===== config.mk =====
export PLATFORM = sky130hd
export DESIGN_NAME = player_motion
export DESIGN_NICKNAME = d
export VERILOG_FILES = /design/src/rtl/game_pkg.sv /design/src/rtl/clamp_s11.sv /design/src/rtl/player_motion.sv
export SDC_FILE = /design/constraint.sdc
export NUM_CORES = 1
export LEC_CHECK = 0
export CORE_ASPECT_RATIO = 1.75
export CORE_MARGIN = 2
export CORE_UTILIZATION = 61
export DETAILED_ROUTE_END_ITERATION = 6
export PLACE_DENSITY = 0.92
export SYNTH_ARGS = -nofsm -noshare
export SYNTH_HDL_FRONTEND = slang
export SYNTH_SLANG_ARGS = --single-unit

===== constraint.sdc =====
create_clock -name clk -period 6.75 [get_ports clk]
set_input_delay 1.35 -clock clk [delete_from_list [all_inputs] [get_ports clk]]
set_output_delay 1.35 -clock clk [all_outputs]
set_load 0.02 [all_outputs]

===== src/rtl/game_pkg.sv =====
// game_pkg: shared state encoding, move_signal bit indices and screen dimensions.
package game_pkg;
    typedef enum logic [1:0] {GROUND = 2'd0, RISE = 2'd1, FALL = 2'd2} state_t;
    localparam int MV_RIGHT  = 0;
    localparam int MV_LEFT   = 1;
    localparam int MV_JPRESS = 2;
    localparam int MV_JHELD  = 3;
    localparam int SCR_W     = 640;
    localparam int PLR_W     = 16;
    localparam int PLR_H     = 16;
    localparam int FLR_Y     = 400;
endpackage


===== src/rtl/clamp_s11.sv =====
// clamp_s11: clamps a signed 11-bit value into [lo, hi].
module clamp_s11 (
    input  logic signed [10:0] val,
    input  logic signed [10:0] lo,
    input  logic signed [10:0] hi,
    output logic signed [10:0] res
);
    assign res = val < lo ? lo : val > hi ? hi : val;
endmodule


===== src/rtl/player_motion.sv =====
// player_motion: per-frame player position update with walking, gravity,
// double jump, variable jump height and screen/floor clamping.
module player_motion
    import game_pkg::*;
#(
    parameter int SCREEN_W = SCR_W,
    parameter int PLAYER_W = PLR_W,
    parameter int PLAYER_H = PLR_H,
    parameter int FLOOR_Y  = FLR_Y,
    parameter int X_START  = 100,
    parameter int WALK     = 3,
    parameter int JUMP_V   = -8,
    parameter int DJUMP_V  = -7,
    parameter int GRAV     = 1,
    parameter int MAX_FALL = 8
) (
    input  logic              clk,
    input  logic              rst,
    input  logic              frame_tick,
    input  logic [3:0]        move_signal,
    output logic [9:0]        x_pos,
    output logic [8:0]        y_pos,
    output logic signed [4:0] vy,
    output logic              on_ground,
    output logic [1:0]        jumps_left
);
    localparam logic signed [10:0] X_MAX = 11'(SCREEN_W - PLAYER_W);
    localparam logic signed [10:0] Y_MAX = 11'(FLOOR_Y - PLAYER_H);
    localparam logic signed [4:0]  V_MAX = 5'(MAX_FALL);

    logic [9:0]        x_q, x_d;
    logic [8:0]        y_q, y_d;
    logic signed [4:0] vy_q, vy_d;
    state_t            state_q, state_d;
    logic [1:0]        jumps_q, jumps_d;
    logic              pend_q, pend_d;
    logic              held_q, held_d;

    logic              right, left, jump, cut;
    logic signed [10:0] x_step, x_raw, x_cl, vy_ext, y_next, y_cl;
    logic signed [4:0] vy_inc, vy_new;
    logic              unused_cl;

    assign right  = move_signal[MV_RIGHT] & ~move_signal[MV_LEFT];
    assign left   = move_signal[MV_LEFT] & ~move_signal[MV_RIGHT];
    assign x_step = right ? 11'(WALK) : left ? 11'(-WALK) : '0;
    assign x_raw  = $signed({1'b0, x_q}) + x_step;

    // a press landing on the tick cycle itself is consumed by that tick
    assign jump   = (pend_q | move_signal[MV_JPRESS]) && jumps_q != 2'd0;
    assign cut    = !jump && held_q && !move_signal[MV_JHELD] && vy_q < 0;
    assign vy_inc = vy_q + 5'(GRAV);
    assign vy_new = jump ? (state_q == GROUND ? 5'(JUMP_V) : 5'(DJUMP_V)) :
                    cut ? vy_q >>> 1 :
                    state_q != GROUND ? (vy_inc > V_MAX ? V_MAX : vy_inc) : vy_q;
    assign vy_ext = {{6{vy_new[4]}}, vy_new};
    assign y_next = $signed({2'b0, y_q}) + vy_ext;

    clamp_s11 u_clamp_x (.val(x_raw),  .lo(11'sd0), .hi(X_MAX), .res(x_cl));
    clamp_s11 u_clamp_y (.val(y_next), .lo(11'sd0), .hi(Y_MAX), .res(y_cl));

    assign unused_cl = ^{x_cl[10], y_cl[10:9]};

    always_comb begin
        x_d     = x_q;
        y_d     = y_q;
        vy_d    = vy_q;
        state_d = state_q;
        jumps_d = jumps_q;
        held_d  = held_q;
        pend_d  = pend_q | move_signal[MV_JPRESS];
        if (frame_tick) begin
            pend_d  = 1'b0;
            held_d  = move_signal[MV_JHELD];
            x_d     = x_cl[9:0];
            y_d     = y_cl[8:0];
            vy_d    = vy_new;
            jumps_d = jump ? jumps_q - 2'd1 : jumps_q;
            state_d = vy_new < 0 ? RISE : FALL;
            if (y_next >= Y_MAX) begin
                vy_d    = '0;
                state_d = GROUND;
                jumps_d = 2'd2;
            end else if (y_next < 0) begin
                vy_d    = '0;
                state_d = FALL;
            end
        end
    end

    always_ff @(posedge clk or posedge rst) begin
        if (rst) begin
            x_q     <= 10'(X_START);
            y_q     <= 9'(FLOOR_Y - PLAYER_H);
            vy_q    <= '0;
            state_q <= GROUND;
            jumps_q <= 2'd2;
            pend_q  <= 1'b0;
            held_q  <= 1'b0;
        end else begin
            x_q     <= x_d;
            y_q     <= y_d;
            vy_q    <= vy_d;
            state_q <= state_d;
            jumps_q <= jumps_d;
            pend_q  <= pend_d;
            held_q  <= held_d;
        end
    end

    assign x_pos      = x_q;
    assign y_pos      = y_q;
    assign vy         = vy_q;
    assign on_ground  = state_q == GROUND;
    assign jumps_left = jumps_q;
endmodule


After elaboration in Yosys (flattened, before gate mapping)
Index checks and enable logic that the tools add are counted.
- register bits after elaboration: 30
- output and inout bits: 27
- input bits: 7
- word-level logic and storage cells: 55
- reductions and logical operators: 11
- bitwise operators: 5
- muxes and demuxes: 19
- $add $sub $neg: 4
- magnitude comparators: 9
- operators with widths (kind ; count):
    < comparator 11 x 1 -> 1 bit, second input constant ; 3
    two-way mux 5 bit ; 6
    two-way mux 11 bit ; 2
    two-way mux 10 bit ; 2
    two-way mux 9 bit ; 2
    adder 10 x 5 -> 11 bit ; 1
    adder 11 bit ; 1
    >= comparator 11 x 10 -> 1 bit, second input constant ; 1
    greater-than comparator 11 x 10 -> 1 bit, second input constant ; 1
    greater-than comparator 11 bit, second input constant ; 1
    < comparator 5 x 1 -> 1 bit, second input constant ; 2
    two-way mux 2 bit ; 5
    nonzero test 2 bit ; 3
    adder 5 x 2 -> 5 bit, second input constant ; 1
    greater-than comparator 5 bit, second input constant ; 1
    logical AND 1 bit ; 4
    bitwise AND 1 bit ; 2
    zero test 1 bit ; 2
    zero test 2 bit ; 1
    two-way mux 1 bit ; 2
    NOT 1 bit ; 2
    AND reduction 2 bit ; 1
    subtractor 2 x 1 -> 2 bit, second input constant ; 1
    OR 1 bit ; 1

Longest topological paths before layout
- word-level depth: 12
- depth in mapped cells: 17

By module
A second synthesis with hierarchy kept.
- cell total of the unflattened synthesis: 493
- area total of the unflattened synthesis: 4096.4 µm²
- by module, submodules not included (module ; cells an instance ; times used ; area an instance (µm²)):
    player_motion ; 233 ; 1 ; 2342.2
    clamp_s11 ; 130 ; 2 ; 877.1

Worst setup path before layout
No wires, ideal clock.
- kind: input to register
- start: input port move_signal[3]
- end: register vy_q[0], in the netlist vy[0]
- arrival time: 4.168 ns
- data required time: 6.628 ns
- library setup time: 0.122 ns
- buffers on the path: 2
- stages on the path: 16
- setup slack: 2.461 ns
- cell sequence: nor2b_1 -> clkbuf_1 -> o211ai_1 -> nand2_1 -> nand3_1 -> ha_1 -> fa_1 -> a211oi_1 -> o21ai_0 -> a21oi_1 -> o21bai_1 -> ha_1 -> nand2b_1 -> nor2b_1 -> buf_2 -> a32o_1
- word-level cells in the longest chain between the ends: 9
- elaborated cells on any way between the ends: 10
- those cells by class: add/sub (1); order compare (2); mux (4); reduce/logical (3)
- RTL lines (element ; line ; text):
    from (decl) ; player_motion.sv:20 ; input logic [3:0] move_signal,
    zero test 1 bit (*) ; player_motion.sv:51 ; assign cut = !jump && held_q && !move_signal[MV_JHELD] && vy_q < 0;
    logical AND 1 bit (*) (2 in a row) ; player_motion.sv:51 ;
    two-way mux 5 bit (*) ; player_motion.sv:54 ; cut ? vy_q >>> 1 :
    two-way mux 5 bit (*) ; player_motion.sv:53 ; assign vy_new = jump ? (state_q == GROUND ? 5'(JUMP_V) : 5'(DJUMP_V)) :
    adder 10 x 5 -> 11 bit ; player_motion.sv:57 ; assign y_next = $signed({2'b0, y_q}) + vy_ext;
    < comparator 11 x 1 -> 1 bit ; player_motion.sv:84 ; end else if (y_next < 0) begin
    two-way mux 5 bit ; player_motion.sv:84 ;
    two-way mux 5 bit (*) ; player_motion.sv:80 ; if (y_next >= Y_MAX) begin
    to (signal assigned) ; player_motion.sv:103 ; vy_q <= vy_d;
    to (decl) ; player_motion.sv:33 ; logic signed [4:0] vy_q, vy_d;
Mark *: on every way between the ends. The rest lies on a longest branch, timed or not.
A chain may end at the register's enable or synchronous reset.

Final worst setup path
- start: input port move_signal[3]
- end: register y_q[4], in the netlist y_pos[4]
- word-level cells in the longest chain between the ends: 9
- elaborated cells on any way between the ends: 10
- those cells by class: add/sub (1); order compare (2); mux (4); reduce/logical (3)
- RTL lines (element ; line ; text):
    zero test 1 bit (*) ; player_motion.sv:51 ;
    logical AND 1 bit (*) (2 in a row) ; player_motion.sv:51 ;
    two-way mux 5 bit (*) ; player_motion.sv:54 ;
    two-way mux 5 bit (*) ; player_motion.sv:53 ;
    adder 10 x 5 -> 11 bit (*) ; player_motion.sv:57 ;
    greater-than comparator 11 x 10 -> 1 bit ; clamp_s11.sv:8 ; assign res = val < lo ? lo : val > hi ? hi : val;
    two-way mux 9 bit ; clamp_s11.sv:8 ;
    two-way mux 9 bit (*) ; clamp_s11.sv:8 ;
    to (signal assigned) ; player_motion.sv:94 ; y_q <= 9'(FLOOR_Y - PLAYER_H);
    to (signal assigned) ; player_motion.sv:102 ; y_q <= y_d;
    to (decl) ; player_motion.sv:32 ; logic [8:0] y_q, y_d;
Marks and branches as above.

==> impl_metrics.toml <==
[outcome]
outcome = "complete, no violations"

[global_route]
antenna_found_initial = 0
grt_max_degree = 30
met1_usage_pct = 30.4
grt_pass1_wl_um = 11000
grt_pass1_vias = 2476
top_usage_layer = "met2"
grt-ovfl-total = 0
use_met2_pct = 53.6
met3_usage_pct = 5.26
gr-usage-all-layers_pct = 29.7

[yosys]
synth_mux_area_share_pct = 1.55
avgSynthCellArea_um2 = 8.75
synth-compound-area-share_pct = 30.8
synthAdderAreaFrac_pct = 14.2
synth_top_area_share_pct = 21.6
yosysMostFrequentCell = "ha_1"
synth_xor_area_share_pct = 3.94
synth_area_leaders = "dfrtp_1, ha_1, dfstp_2"
synth_top_family_by_area = "compound AO/OA/AOI/OAI gates"
synth_cell_types = 63
netlist_instances = 305
synth_edf_count = 0
yosys.area_share.simple_pct = 17.1
yosysTopAreaCell = "dfrtp_1"
syn_area_um2 = 2670
async_reset_ff_share_pct = 100
synth_commonest_cells = "ha_1, nor2_1, dfrtp_1"
ys_warn_count = 0
ys_seq_area_share_pct = 27.5
ys_ff_latch = 29
mappedNetlistNets = 341
synth_flop_cell = "dfrtp_1"

[setup_path]
reg2regPathDepth = 16
cp-end-kind = "flop"
reg2reg_to = "y_pos[4]"
critPathKind = "input port to flop"
crit_chain = "clkdlybuf4s50_1, nor2b_1, o211ai_1, nand2_1, nand3_1, ha_1, fa_1, a211oi_1, o21ai_0, a21oi_1, o21bai_1, ha_1, nand2b_1, nor2b_1, a32o_1"
worst_path_max_delay_cell = "nor2b_1"
path_buf_inv = 1
setup.worst_path.start_class = "input port"
rrSetupSlack_ps = 2200
worstPathRequired_ps = 6970
arrival_ps = 5410
crit_fanout = 9
rr_startpoint = "vy[0]"
max_stage_delay_ps = 570
crit_family = "simple AND/OR/NAND/NOR gates"

[sta]
skew_ps = 10.4
hold_viol = 0
worstMarginPinSlew_ps = 792
post-route-period-util_pct = 76.9
rsz0062_at_grt = "no"
relSlewSlack_pct = 47.1
max_freq_mhz = 193
timing.final.ws_setup_ps = 1560
setup_violations = 0
setup-tns-final_ps = 0
period_needed_ps = 5190
hold_ws_ps = 523
final-max-slew-violation-count = 0

[placed_design]
dp_hpwl_um = 5180
postPlaceCellArea_um2 = 3010
pre_cts_slack_ps = 1280
placed_cells = 375
globalplace.congestion = 0.926
port_buffers = 33

[final_layout]
final_cells = 383
layout-drive-gt1-share_pct = 7.78
n_fill_cell = 315
area_growth_pct = 16.0
utilization_pct = 73.9
final_nets = 369
final_cell_area_um2 = 3100
antenna_cells = 0

[clock_tree]
clk_latency_ps = 290
postCtsSetupBuffers = 0
cts-root-buf = "clkbuf_8"
clockBufferDepth = 2
htree_levels = 2
ctsHoldBuffers = 0
cts_resized = 0
path_clk_slew_ps = 60
cts_sinks = 29
cts_tree = "done"
cts_inserted_buffers = 5

[die]
die_w_um = 54.0
fp.dieH_um = 91.5
start_util_pct = 63.7
num_rows = 31
die_area_um2 = 4940
core-area_um2 = 4190
io_pins = 34

[route]
vias = 2562
ant_nets = 0
drc = 0
avgRoutedWirePerCell_um = 18.1
drt-initial-drc-count = 83
wl_um = 6920
dr.pass1.iters = 5
viasPerCell = 6.69

[hold_path]
hp-start = "pend_q"
holdPathEnd = "pend_q"
hp-class = "flop to flop"
hold_depth = 2

[pwr]
power_density_nw_per_um2 = 423
power.leakage_nw = 1.41
ir_drop_mv = 0.275
p_total_mw = 1.31

[flow_run]
drv_cap = 0
-- cell usage in the layout, fill, tap and decap left out, drive strengths merged, types with 5 or more instances in the layout --
cell / instances
ha: 27
inv: 18
nand2: 19
nand3: 7
a21oi: 17
a32o: 10
dfstp: 6
xnor2: 7
a211oi: 7
dfrtp: 23
nor3: 6
xor2: 5
nor2: 24
clkdlybuf4s50: 33
o21ai: 22
nor2b: 5
clkbuf: 5
a21o: 11
-- metal layers --
layer | vias up | wire length (um) | part of all wire (%)
met4 | 0 | 334 | 4.8
li1 | 1215 | - | -
met5 | - | 0 | 0
met2 | 90 | 3700 | 54
met3 | 34 | 270 | 3.9
met1 | 1223 | 2610 | 38
-- sequential cells by signal, summed over array words and instances, names as in the netlist --
name,flops
y_pos,9
jumps_left,2
state_q,2
x_pos,10
vy,4
pend_q,1
held_q,1
-- tightest hold or removal path, stage by stage, from the launching register on --
cell and delay (ps):
dfrtp_1 330, nor2_1 60, nor2_1 90
-- final cells by class --
cell class / count / area (um2) / area share [%]
Inverter: 18 / 67.6 / 2.18
Clock inverter: 3 / 17.5 / 0.566
Timing Repair Buffer: 35 / 345 / 11.2
Sequential cell: 29 / 733 / 23.7
Tap cell: 49 / 61.3 / 1.98
Multi-Input combinational cell: 244 / 1800 / 58.2
Clock buffer: 5 / 68.8 / 2.22
-- power breakdown --
group	internal, mW	switching, mW	leakage (nW)	total, mW
Combinational	0.370	0.493	0.998	0.863
Clock	0.0710	0.0715	0.0439	0.142
Sequential	0.240	0.0653	0.368	0.305
Total	0.681	0.630	1.41	1.31
-- cell families (layout without fill, tap and decap cells) --
family | Yosys count | count (layout)
compound gates | 110 | 110
simple gates | 89 | 89
buf+inv | 32 | 61
fa+ha+maj | 29 | 29
flops | 29 | 29
xor+xnor | 12 | 12
mux | 4 | 4
-- how the worst max path moves through the flow --
stage | from | to | slack [ps] | cells after the start
global placement | move_signal[3] | y_pos[4] | 1450 | 15
floorplan | move_signal[3] | vy[0] | 2460 | 16
finish | move_signal[3] | y_pos[4] | 1560 | 15
global route | move_signal[3] | y_pos[4] | 1240 | 15
detailed placement | move_signal[3] | y_pos[4] | 1280 | 15
CTS | move_signal[3] | y_pos[4] | 1590 | 15
Note: power is estimated with default switching activity, not from simulation.
